$ cat src/rtl/stopwatch_ctrl.sv
// stopwatch_ctrl: run/pause/adjust sequencer with BCD MM:SS count and per-field blink blanking
module stopwatch_ctrl #(
    parameter bit BLINK = 1'b1
) (
    input  logic       clkDis,
    input  logic       rst,
    input  logic       tick1Hz,
    input  logic       tick2Hz,
    input  logic       pausePulse,
    input  logic       adj,
    input  logic       sel,
    output logic [3:0] minT,
    output logic [3:0] minO,
    output logic [3:0] secT,
    output logic [3:0] secO,
    output logic       running,
    output logic       adjusting,
    output logic       blankMin,
    output logic       blankSec
);
    typedef enum logic [1:0] {RUN, PAUSED, ADJ} state_t;

    state_t     state_q, state_d;
    logic       run_q, run_d, phase_q, phase_d;
    logic [3:0] mt_q, mt_d, mo_q, mo_d, st_q, st_d, so_q, so_d;
    logic       cnt_run, adj_tick, sec_step, min_step;

    always_comb begin
        state_d = state_q;
        run_d   = run_q;
        case (state_q)
            RUN: begin
                run_d   = run_q & ~pausePulse;
                state_d = adj ? ADJ : pausePulse ? PAUSED : RUN;
            end
            PAUSED: begin
                run_d   = run_q | pausePulse;
                state_d = adj ? ADJ : pausePulse ? RUN : PAUSED;
            end
            ADJ: begin
                run_d   = run_q ^ pausePulse;
                state_d = adj ? ADJ : run_q ? RUN : PAUSED;
            end
            default: state_d = RUN;
        endcase
    end

    // Seconds wrap only carries into minutes while running; ADJ steps one field in isolation.
    assign cnt_run  = (state_q == RUN) & tick1Hz;
    assign adj_tick = (state_q == ADJ) & tick2Hz;
    assign sec_step = cnt_run | (adj_tick & sel);
    assign min_step = (cnt_run & so_q == 4'd9 & st_q == 4'd5) | (adj_tick & ~sel);

    assign so_d = sec_step ? (so_q == 4'd9 ? 4'd0 : so_q + 4'd1) : so_q;
    assign st_d = (sec_step & so_q == 4'd9) ? (st_q == 4'd5 ? 4'd0 : st_q + 4'd1) : st_q;
    assign mo_d = min_step ? (mo_q == 4'd9 ? 4'd0 : mo_q + 4'd1) : mo_q;
    assign mt_d = (min_step & mo_q == 4'd9) ? (mt_q == 4'd9 ? 4'd0 : mt_q + 4'd1) : mt_q;

    assign phase_d = (state_q == ADJ && state_d == ADJ) ? phase_q ^ tick2Hz : 1'b0;

    always_ff @(posedge clkDis) begin
        if (rst) begin
            state_q <= RUN;
            run_q   <= 1'b1;
            phase_q <= 1'b0;
            mt_q    <= 4'd0;
            mo_q    <= 4'd0;
            st_q    <= 4'd0;
            so_q    <= 4'd0;
        end else begin
            state_q <= state_d;
            run_q   <= run_d;
            phase_q <= phase_d;
            mt_q    <= mt_d;
            mo_q    <= mo_d;
            st_q    <= st_d;
            so_q    <= so_d;
        end
    end

    assign minT      = mt_q;
    assign minO      = mo_q;
    assign secT      = st_q;
    assign secO      = so_q;
    assign running   = (state_q == RUN);
    assign adjusting = (state_q == ADJ);
    assign blankMin  = BLINK & adjusting & ~sel & phase_q;
    assign blankSec  = BLINK & adjusting & sel & phase_q;
endmodule
$ cat config.mk
export PLATFORM = sky130hd
export DESIGN_NAME = stopwatch_ctrl
export DESIGN_NICKNAME = d
export VERILOG_FILES = /design/src/rtl/stopwatch_ctrl.sv
export SDC_FILE = /design/constraint.sdc
export NUM_CORES = 1
export LEC_CHECK = 0
export ABC_AREA = 1
export CAP_MARGIN = 10
export CORE_AREA = 2 2 52 54
export DETAILED_ROUTE_END_ITERATION = 6
export DIE_AREA = 0 0 54 56
export PLACE_DENSITY = 0.73
export SLEW_MARGIN = 25
export SYNTH_ARGS = -nofsm -noshare
export SYNTH_HDL_FRONTEND = slang
export SYNTH_SLANG_ARGS = --single-unit
export TNS_END_PERCENT = 30
$ cat constraint.sdc
create_clock -name clkDis -period 1.6 [get_ports clkDis]
set_input_delay 0.32 -clock clkDis [delete_from_list [all_inputs] [get_ports clkDis]]
set_output_delay 0.32 -clock clkDis [all_outputs]
set_load 0.03 [all_outputs]
# After elaboration in Yosys (flattened, before gate mapping)
# Index checks and enable logic that the tools add are counted.
# word_totals
reg_bits	20
input_bits	7
output_inout_bits	20
wordCells	55
# op_classes
addsub	4
eq_ne	7
n_mux	12
bitwise_logic	21
reduce_logical	4
# ops
op	count
$add 4x1->4 const B	4
$mux 4	4
$and 1x1->1	13
$eq 4x4->1 const B	3
$mux 2	3
$pmux 2 s3	1
$eq 2x2->1 const B	2
$eq 4x3->1 const B	1
$mux 1	3
$not 1->1	3
$or 1x1->1	3
$pmux 1 s3	1
$reduce_bool 3->1	1
$eq 2x1->1 const B	1
$logic_not 2->1	1
$reduce_or 2->1	1
$xor 1x1->1	2
$logic_and 1x1->1	1

# Logic depth before layout (Yosys ltp)
# Gate-level depths: netlist of the first run.
# depth
depth_word	7
depth_mapped	10
mapped_depth_nobuf	9

# Worst setup path before layout of the first run
# No wires, ideal clock.
# synth_timing
path_kind	flip-flop to flip-flop
from	reg state_q[0]
to	reg so_q[3] (netlist: secO[3])
setup_ps	113
t_arrival_ps	1568
slack_ps	-81
path_stages_with_launch	10
n_path_buf	0
path_cell_list	dfxtp_1 > inv_1 > ha_1 > nand3_1 > nand2_1 > nand2_1 > nor3_1 > nand2_1 > nand3_1 > nor2_1
# synth_between
elab_chain_len	4
word_cells_on_any_way	6
cone_classes	1 x eq/ne; 4 x bitwise; 1 x reduce/logical
# synth_lines
item	line_no	source
start: declaration	23	state_t state_q, state_d;
start signal: assignment	71	state_q <= state_d;
$eq 2x2->1	n/a	
named net adjusting	17	output logic adjusting,
$and 1x1->1	50	assign adj_tick = (state_q == ADJ) & tick2Hz;
$and 1x1->1	51	assign sec_step = cnt_run | (adj_tick & sel);
$or 1x1->1	51	
end signal: assignment	69	so_q <= 4'd0;
end signal: assignment	77	so_q <= so_d;
end: declaration	25	logic [3:0] mt_q, mt_d, mo_q, mo_d, st_q, st_d, so_q, so_d;
# The timed path passes the listed nets, and every way through them passes these cells.
# A chain may end at the register's enable or synchronous reset.

# Worst setup path in the final report of the first run
# layout_timing
from	reg state_q[0]
to	out adjusting
# layout_between
elab_chain_len	1
# layout_lines
item	line_no	source
$eq 2x2->1	86	assign adjusting = (state_q == ADJ);
end: declaration	17	
# No other way between the ends.

==> qor.csv, run 1 <==
metric;value;unit
yosys.area.top_type;dfxtp_1;
drt_iter0_drc;14;
track_usage;19.17;%
power_density;594.3;mW/mm^2
vias;1140;
yosys.area_share.xor_xnor;0.7559;%
outcome;finished clean;
die_w;54;um
crit_path_end_kind;output port;
netlist_instances;160;
finalCriticalPeriod;1.552;ns
clk_pin_slew;0.11;ns
final_layout_size_suffix_gt1_share;19.10;%
crit_path_start_kind;flop;
maxCapViolations;0;
worstPathCellList;inv_6 > ha_2 > buf_4 > buf_4;
clockPowerShare;24.8;%
rr_startpoint;state_q[1];
drv_slew;0;
synth_seq_cells;20;
port_buffers;26;
holdBufCountCts;0;
place_area;0.001518;mm^2
synth_area_leaders;dfxtp_1 (35%), nand2_1 (11%), ha_1 (8.6%);
yosysWarnings;0;
synthSimpleGateAreaFrac;33.37;%
critPathBufInv;3;
skew;0.001602;ns
yosys.area_share.adder;8.639;%
ctsRootBufferMaster;clkbuf_4;
timing.final.crit_share;96.98;%
wl_per_cell;11.10;um
crit_required;1.28;ns
max_slew_margin;66.94;%
wirelength;2.542;mm
hp-class;reg2reg;
path_max_fanout;4;
critical_path_class;reg2out;
p_int;678.0;uW
netSwitchingFraction;28.37;%
cellLeakagePower;0.0007039;uW
die_area;0.003024;mm^2
gr-total-overflow;0;
cts_buffers;3;
reg2reg_setup_slack;0.11;ns
seq_area_frac_synth;34.56;%
final_util;65.48;%
power.share.sequential;55.7;%
final_area;0.001593;mm^2
area_delta_synth_final;37.47;%
p_switching;268.5;uW
fmax;644.5;MHz
gp_congestion;0.8637;
setup_viol;0;
cpMaxStageDelayCell;dfxtp_4;
antenna_found_initial;0;
cts_tree;built;
whs;0.5200;ns
synth_area;0.001159;mm^2
grt_pass1_vias;1078;
ir_drop;0.8657;mV
grt_pass1_wl;4.436;mm
htreeDepth;1;
crit_arrival;1.23;ns
core_area;0.002432;mm^2
hp-start;minT[3];
synthDistinctLibCells;27;
io_pins;27;
combPwrFrac;19.5;%
cp_top_family;flip-flops;
max_stage_delay;0.40;ns
ant_nets;0;
num_rows;18;
drt_pass1_iterations;4;
grt_start_max_net_pins;14;
rsz0062_at_grt;yes;
avgSynthCellArea;7.241;um^2
synthMuxAreaShare;0.8639;%
fp.dieH;56;um
clock_sinks;20;
yosys.area.top_type_share;34.56;%
diodes;0;
worstMarginPinSlew;0.4897;ns
startpoint;state_q[0];
initial_core_util;47.63;%
hpwl;2.000;mm
via_per_inst;4.978;
cp_common_cell;buf_4;
finalSetupTns;0;ns
syn_nets;175;
nets;216;
final-hold-violation-count;0;
synth-compound-area-share;12.31;%
drc;0;
clk_path_buf_depth;2;
synth_top_family_by_area;simple AND/OR/NAND/NOR gates;
worstSkewPairLatency;0.29;ns
[final timing paths]
check         endpoint  cells past startpoint
max          adjusting                      4
min            minT[3]                      2
max reg2reg    minT[2]                     10
min reg2reg    minT[3]                      2
[metrics by stage]
step | instances | total power (uW) | setup slack [ns]
after global routing | 229 | 1003 | -0.01768
after global placement | 226 | 706.4 | -0.09745
after CTS | 229 | 947.8 | -0.1005
after floorplan | 160 | 638.8 | -0.05940
after detailed placement | 226 | 712.3 | -0.1490
final | 229 | 946.6 | 0.04833
[timing repair]
item                                    CTS  global route
resized for setup                        19            15
pin swaps                                 0             3
endpoints found under the setup margin   19            10
hold endpoints to repair                  0             0
setup buffers                             0             0
[placed cells by master (no fill, tap or decap), types with 2 or more instances in the layout]
cell             instances
dfxtp_1                 18
nand3_1                 12
buf_4                   16
nand4_1                  2
o21ai_0                  8
nor3_4                   2
a21oi_1                 13
dlygate4sd2_1           16
ha_4                     2
clkbuf_4                 3
nor2_4                   3
nor2_1                  17
clkdlybuf4s50_1          5
ha_1                     5
nand2_1                 32
nor3_1                   3
nor3_2                   2
inv_1                   21
nand2_2                  2
[cell type report]
class	instances	area (um^2)
Clock buffer	3	22.52
Fill cell	214	839.6
Inverter	23	91.34
Multi-Input combinational cell	115	713.2
Sequential cell	20	405.4
Tap cell	30	37.54
Timing Repair Buffer	38	322.8
[synthesized netlist by cell type (all sizes together)]
library cell	instances
clkbuf	1
inv	23
a31oi	1
o311ai	1
o21a	1
a21boi	1
o21ai	8
nand3	14
nand4	2
nor4	1
mux2i	1
nor3	7
nor2	20
xor2	1
nand2	35
ha	8
dfxtp	20
buf	1
a21oi	13
o21bai	1
[per-layer routing]
| layer | vias up | global-route usage [%] | wire length (um) |
|---|---|---|---|
| met1 | 514 | 23.01 | 1063 |
| met3 | 4 | 6.183 | 108 |
| met5 | - | 0 | 0 |
| met4 | 0 | 2.143 | 31 |
| met2 | 19 | 33.45 | 1339 |
| li1 | 603 | - | - |
[state kept, by name, indices dropped and copies added (netlist names)]
| name | cells |
|---|---|
| minT | 4 |
| secO | 4 |
| minO | 4 |
| run_q | 1 |
| secT | 4 |
| state_q | 2 |
| phase_q | 1 |
[worst reg2reg max path, stage by stage (launching register included)]
cell	delay [ns]
dfxtp_2	0.41
inv_1	0.11
ha_4	0.18
nand2_1	0.09
buf_4	0.11
inv_1	0.05
nand3_4	0.10
nand2_8	0.08
nand2_1	0.10
nand2_1	0.06
a21oi_1	0.13
[cells by family after synthesis]
kind of cell / after synthesis
AND/OR/NAND/NOR: 79
AO/OA/AOI/OAI: 26
buffers and inverters: 25
flip-flops: 20
adder cells (fa/ha/maj): 8
XOR/XNOR: 1
multiplexers: 1
[power by group through the flow]
stage	clock (uW)	sequential, uW	combinational, uW
after detailed placement	0	537	175
final	235	527	185
after global placement	0	536	170
after global routing	265	530	208
after CTS	250	526	172
after floorplan	0	548	90.8
No activity file was read; power rests on OpenSTA's default activity.
==> inputs of run 2 (changes only) <==
Settings changed: ABC_CLOCK_PERIOD_IN_PS from default to 1600, CORE_AREA 2 2 52 54 to 2 2 47 49, DIE_AREA 0 0 54 56 to 0 0 49 51, DONT_BUFFER_PORTS from default to 1, PLACE_DENSITY 0.73 to 0.71, SKIP_CTS_REPAIR_TIMING from default to 1.
==> qor.csv, run 2 (synthesis gave the netlist of run 1 again) <==
metric;value;unit
crit_path_end_kind;output port;
wirelength;2.444;mm
antenna_found_initial;0;
ant_nets;0;
die_area;0.002499;mm^2
path_max_fanout;3;
core_area;0.002063;mm^2
rsz0062_at_grt;yes;
hp-start;rst;
max_stage_delay;0.37;ns
grt_pass1_vias;1030;
final-hold-violation-count;0;
rr_worst_depth;8;
cpMaxStageDelayCell;dfxtp_4;
timing.final.crit_share;97.91;%
whs_endpoint;state_q[1];
final_layout_size_suffix_gt1_share;24.04;%
layout_common_cells;nand2_1 (32), buf_4 (22), inv_1 (21);
skew;0.001527;ns
crit_path_start_kind;flop;
layout_commonest_cell;nand2_1;
finalCriticalPeriod;1.567;ns
cellLeakagePower;0.0005603;uW
cp_top_family;flip-flops;
rr_startpoint;state_q[0];
io_pins;27;
wl_per_cell;11.58;um
area_delta_synth_final;21.71;%
clk_pin_slew;0.10;ns
outcome;finished clean;
track_usage;20.32;%
vias;1122;
initial_core_util;56.16;%
cts_tree;built;
grt_pass1_wl;3.953;mm
hp-class;in2reg;
maxCapViolations;0;
drt_pass1_iterations;4;
multi_input_area;688.2;um^2
ctsRootBufferMaster;clkbuf_4;
grt_start_max_net_pins;14;
worstSkewPairLatency;0.30;ns
gr-total-overflow;0;
reg2reg_setup_slack;0.09;ns
diodes;0;
critPathBufInv;3;
cp_common_cell;inv_4;
cts_buffers;3;
fillCellCount;187;
port_buffers;0;
via_per_inst;5.318;
fp.dieH;51;um
htreeDepth;1;
worstPathCellList;inv_4 > ha_4 > inv_4 > nor3_2 > buf_4;
place_area;0.001333;mm^2
layout.area.seq;407.9;um^2
setup_viol;0;
nets;200;
power_density;639.0;mW/mm^2
drt_iter0_drc;18;
critical_path_class;reg2out;
die_w;49;um
crit_required;1.28;ns
num_rows;17;
clk_path_buf_depth;2;
final_area;0.001410;mm^2
worstMarginPinSlew;0.4224;ns
crit_arrival;1.25;ns
holdPathStages;1;
whs;0.06914;ns
gp_congestion;0.7840;
clock_sinks;20;
rr_endpoint;minT[3];
drc;0;
fmax;638.3;MHz
ir_drop;0.6085;mV
drv_slew;0;
max_slew_margin;71.49;%
hpwl;1.879;mm
[run 2: changes by cell type in the layout (fill, tap and decap cells not counted), sizes merged]
| cell | change |
|---|---|
| clkdlybuf4s50 | -5 |
| buf | +6 |
| dlygate4sd2 | -16 |
| dlymetal6s2s | -1 |
[run 2: worst register-to-register path, stage by stage (launching register included)]
cell and delay, ns:
dfxtp_4 0.37, inv_4 0.07, ha_2 0.20, buf_4 0.18, nand3_1 0.15, nand2_4 0.17, nand2_1 0.12, nand2_1 0.10
a21oi_1 0.06
[run 2: worst max path at each step]
| stage | end | slack, ns | cells after the start | from |
|---|---|---|---|---|
| detailed placement | secO[3] | 0.05 | 9 | state_q[0] |
| floorplan | blankSec | -0.06 | 4 | state_q[0] |
| global placement | secO[3] | 0.15 | 9 | state_q[0] |
| CTS | blankSec | -0.13 | 5 | state_q[0] |
| global route | blankMin | -0.04 | 5 | state_q[0] |
| finish | blankMin | 0.03 | 5 | state_q[0] |
[run 2: stage by stage]
stage / worst slack (ns) / util, % / std cells / total power, uW / setup TNS [ns]
after floorplan: -0.05940 / - / 160 / 638.8 / -0.1044
final: 0.03341 / 68.34 / 211 / 901.1 / 0
after global placement: 0.1492 / 64.58 / 207 / 664.7 / 0
after global routing: -0.03611 / 68.34 / 211 / 947.1 / -0.1090
after CTS: -0.1331 / 65.68 / 210 / 906.6 / -0.2452
after detailed placement: 0.04547 / 64.58 / 207 / 670.7 / 0
[run 2: layout make-up]
class / count / share of cell area, %
Tap cell: 28 / 2.484
Multi-Input combinational cell: 115 / 48.80
Sequential cell: 20 / 28.93
Inverter: 23 / 6.477
Timing Repair Buffer: 22 / 11.71
Clock buffer: 3 / 1.597
[run 2: report_power, final]
part | total (uW) | leakage, uW | internal (uW) | switching [uW]
clock network | 231 | 0.0000138 | 87.8 | 143
logic | 147 | 0.000383 | 55.2 | 91.8
registers | 523 | 0.000164 | 510 | 12.6
total | 901 | 0.000560 | 653 | 248
[run 2: layer usage]
metal	part of all wire, %	global-route usage (%)
met1	41	21.18
met2	52	37.90
met3	4.7	3.801
met4	2.7	12.38
met5	0	0
==> inputs of run 3 (changes only) <==
Settings changed: ABC_CLOCK_PERIOD_IN_PS 1600 to 1800.
Clock period 1.6 ns to 1.8 ns, I/O delays scaled along.
==> qor.csv, run 3 (synthesis gave the netlist of run 1 again) <==
metric;value;unit
cpMaxStageDelayCell;dfxtp_1;
antenna_found_initial;0;
ant_nets;0;
port_buffers;0;
finalSetupTns;0;ns
worstSkewPairLatency;0.29;ns
cts_tree;built;
clk_path_buf_depth;2;
drt_iter0_drc;16;
outcome;finished clean;
crit_arrival;1.36;ns
core_area;0.002063;mm^2
nets;190;
diodes;0;
via_per_inst;5.199;
gp_congestion;0.7582;
max_slew_margin;66.20;%
io_pins;27;
initial_core_util;56.16;%
grt_pass1_wl;3.877;mm
critical_path_class;reg2out;
setup_viol;0;
drv_slew;0;
wl_per_cell;11.50;um
worstPathCellList;ha_1 > inv_1 > nor3_1 > buf_4;
clock_sinks;20;
clk_pin_slew;0.11;ns
stdcell_count;201;
skew;0.003787;ns
grt_pass1_vias;991;
multi_input_area;653.1;um^2
holdPathStages;1;
vias;1045;
placed_cells;198;
worstMarginPinSlew;0.5064;ns
crit_path_end_kind;output port;
drt_pass1_iterations;4;
final_layout_size_suffix_gt1_share;15.03;%
hp-class;in2reg;
fp.dieH;51;um
final-hold-violation-count;0;
startpoint;state_q[1];
dp_worst_setup_slack;0.2030;ns
ctsRootBufferMaster;clkbuf_4;
total_power;784.7;uW
htreeDepth;1;
grt_start_max_net_pins;14;
hpwl;1.835;mm
fmax;581.1;MHz
die_area;0.002499;mm^2
max_stage_delay;0.42;ns
layout.area.seq;401.6;um^2
fillCellCount;191;
finalCriticalPeriod;1.721;ns
reg2reg_setup_slack;0.21;ns
rr_endpoint;secO[3];
rr_worst_depth;9;
gr-total-overflow;0;
layout_common_cells;nand2_1 (33), inv_1 (22), dfxtp_1 (19);
crit_end;blankMin;
maxCapViolations;0;
area_delta_synth_final;11.23;%
ir_drop;0.4971;mV
cts_buffers;3;
drc;0;
track_usage;19.94;%
path_max_fanout;5;
crit_required;1.44;ns
timing.final.ws_setup;0.07922;ns
rr_startpoint;state_q[1];
wirelength;2.312;mm
die_w;49;um
layout_commonest_cell;nand2_1;
num_rows;17;
timing.final.crit_share;95.60;%
rsz0062_at_grt;no;
final_area;0.001289;mm^2
place_area;0.001260;mm^2
crit_path_start_kind;flop;
cellLeakagePower;0.0005053;uW
power_density;608.9;mW/mm^2
run 3: changes by cell type in the layout (fill, tap and decap cells not counted), moves of 2 or more:
cell and delta:
ha_2 -2, inv_4 -2, ha_1 +3, dfxtp_4 -2, buf_4 -10, nor3_2 -2
nor3_1 +2
run 3: how the worst min path moves through the flow:
stage	from	end	slack [ns]
finish	rst	secT[1]	0.12
detailed placement	rst	secT[1]	0.43
global route	rst	minT[0]	0.09
CTS	rst	minT[0]	0.12
floorplan	adj	state_q[0]	0.44
global placement	rst	secT[1]	0.43
run 3: final cells by class:
class / count / area share [%]
multi-input combinational: 115 / 50.68
sequential: 20 / 31.16
timing repair buffer: 12 / 6.990
inverter: 23 / 6.699
tap: 28 / 2.718
clock buffer: 3 / 1.748
run 3: layer usage:
layer,vias up,track usage [%],wire length (um)
met5,-,0,0
met4,0,8.095,27
met3,4,6.433,143
met2,29,36.76,1183
met1,464,20.99,957
li1,548,-,-
run 3: where the power goes:
part / total (uW) / leakage, uW / internal [uW] / switching, uW
Combinational: 110 / 0.000329 / 37.7 / 72.8
Sequential: 469 / 0.000163 / 455 / 14.8
Clock: 205 / 0.0000138 / 77.8 / 127
run 3: through the flow:
step	util [%]	hold WS [ns]
floorplan	-	0.4364
global placement	61.07	0.4313
detailed placement	61.07	0.4335
CTS	62.16	0.1158
global route	62.46	0.09348
finish	62.46	0.1174
run 3: critical path: cells and delay by family, from the launching register on:
kind,cells,cell delay [ns]
buf+inv,2,0.26
simple gates,1,0.19
flops,1,0.42
fa+ha+maj,1,0.20
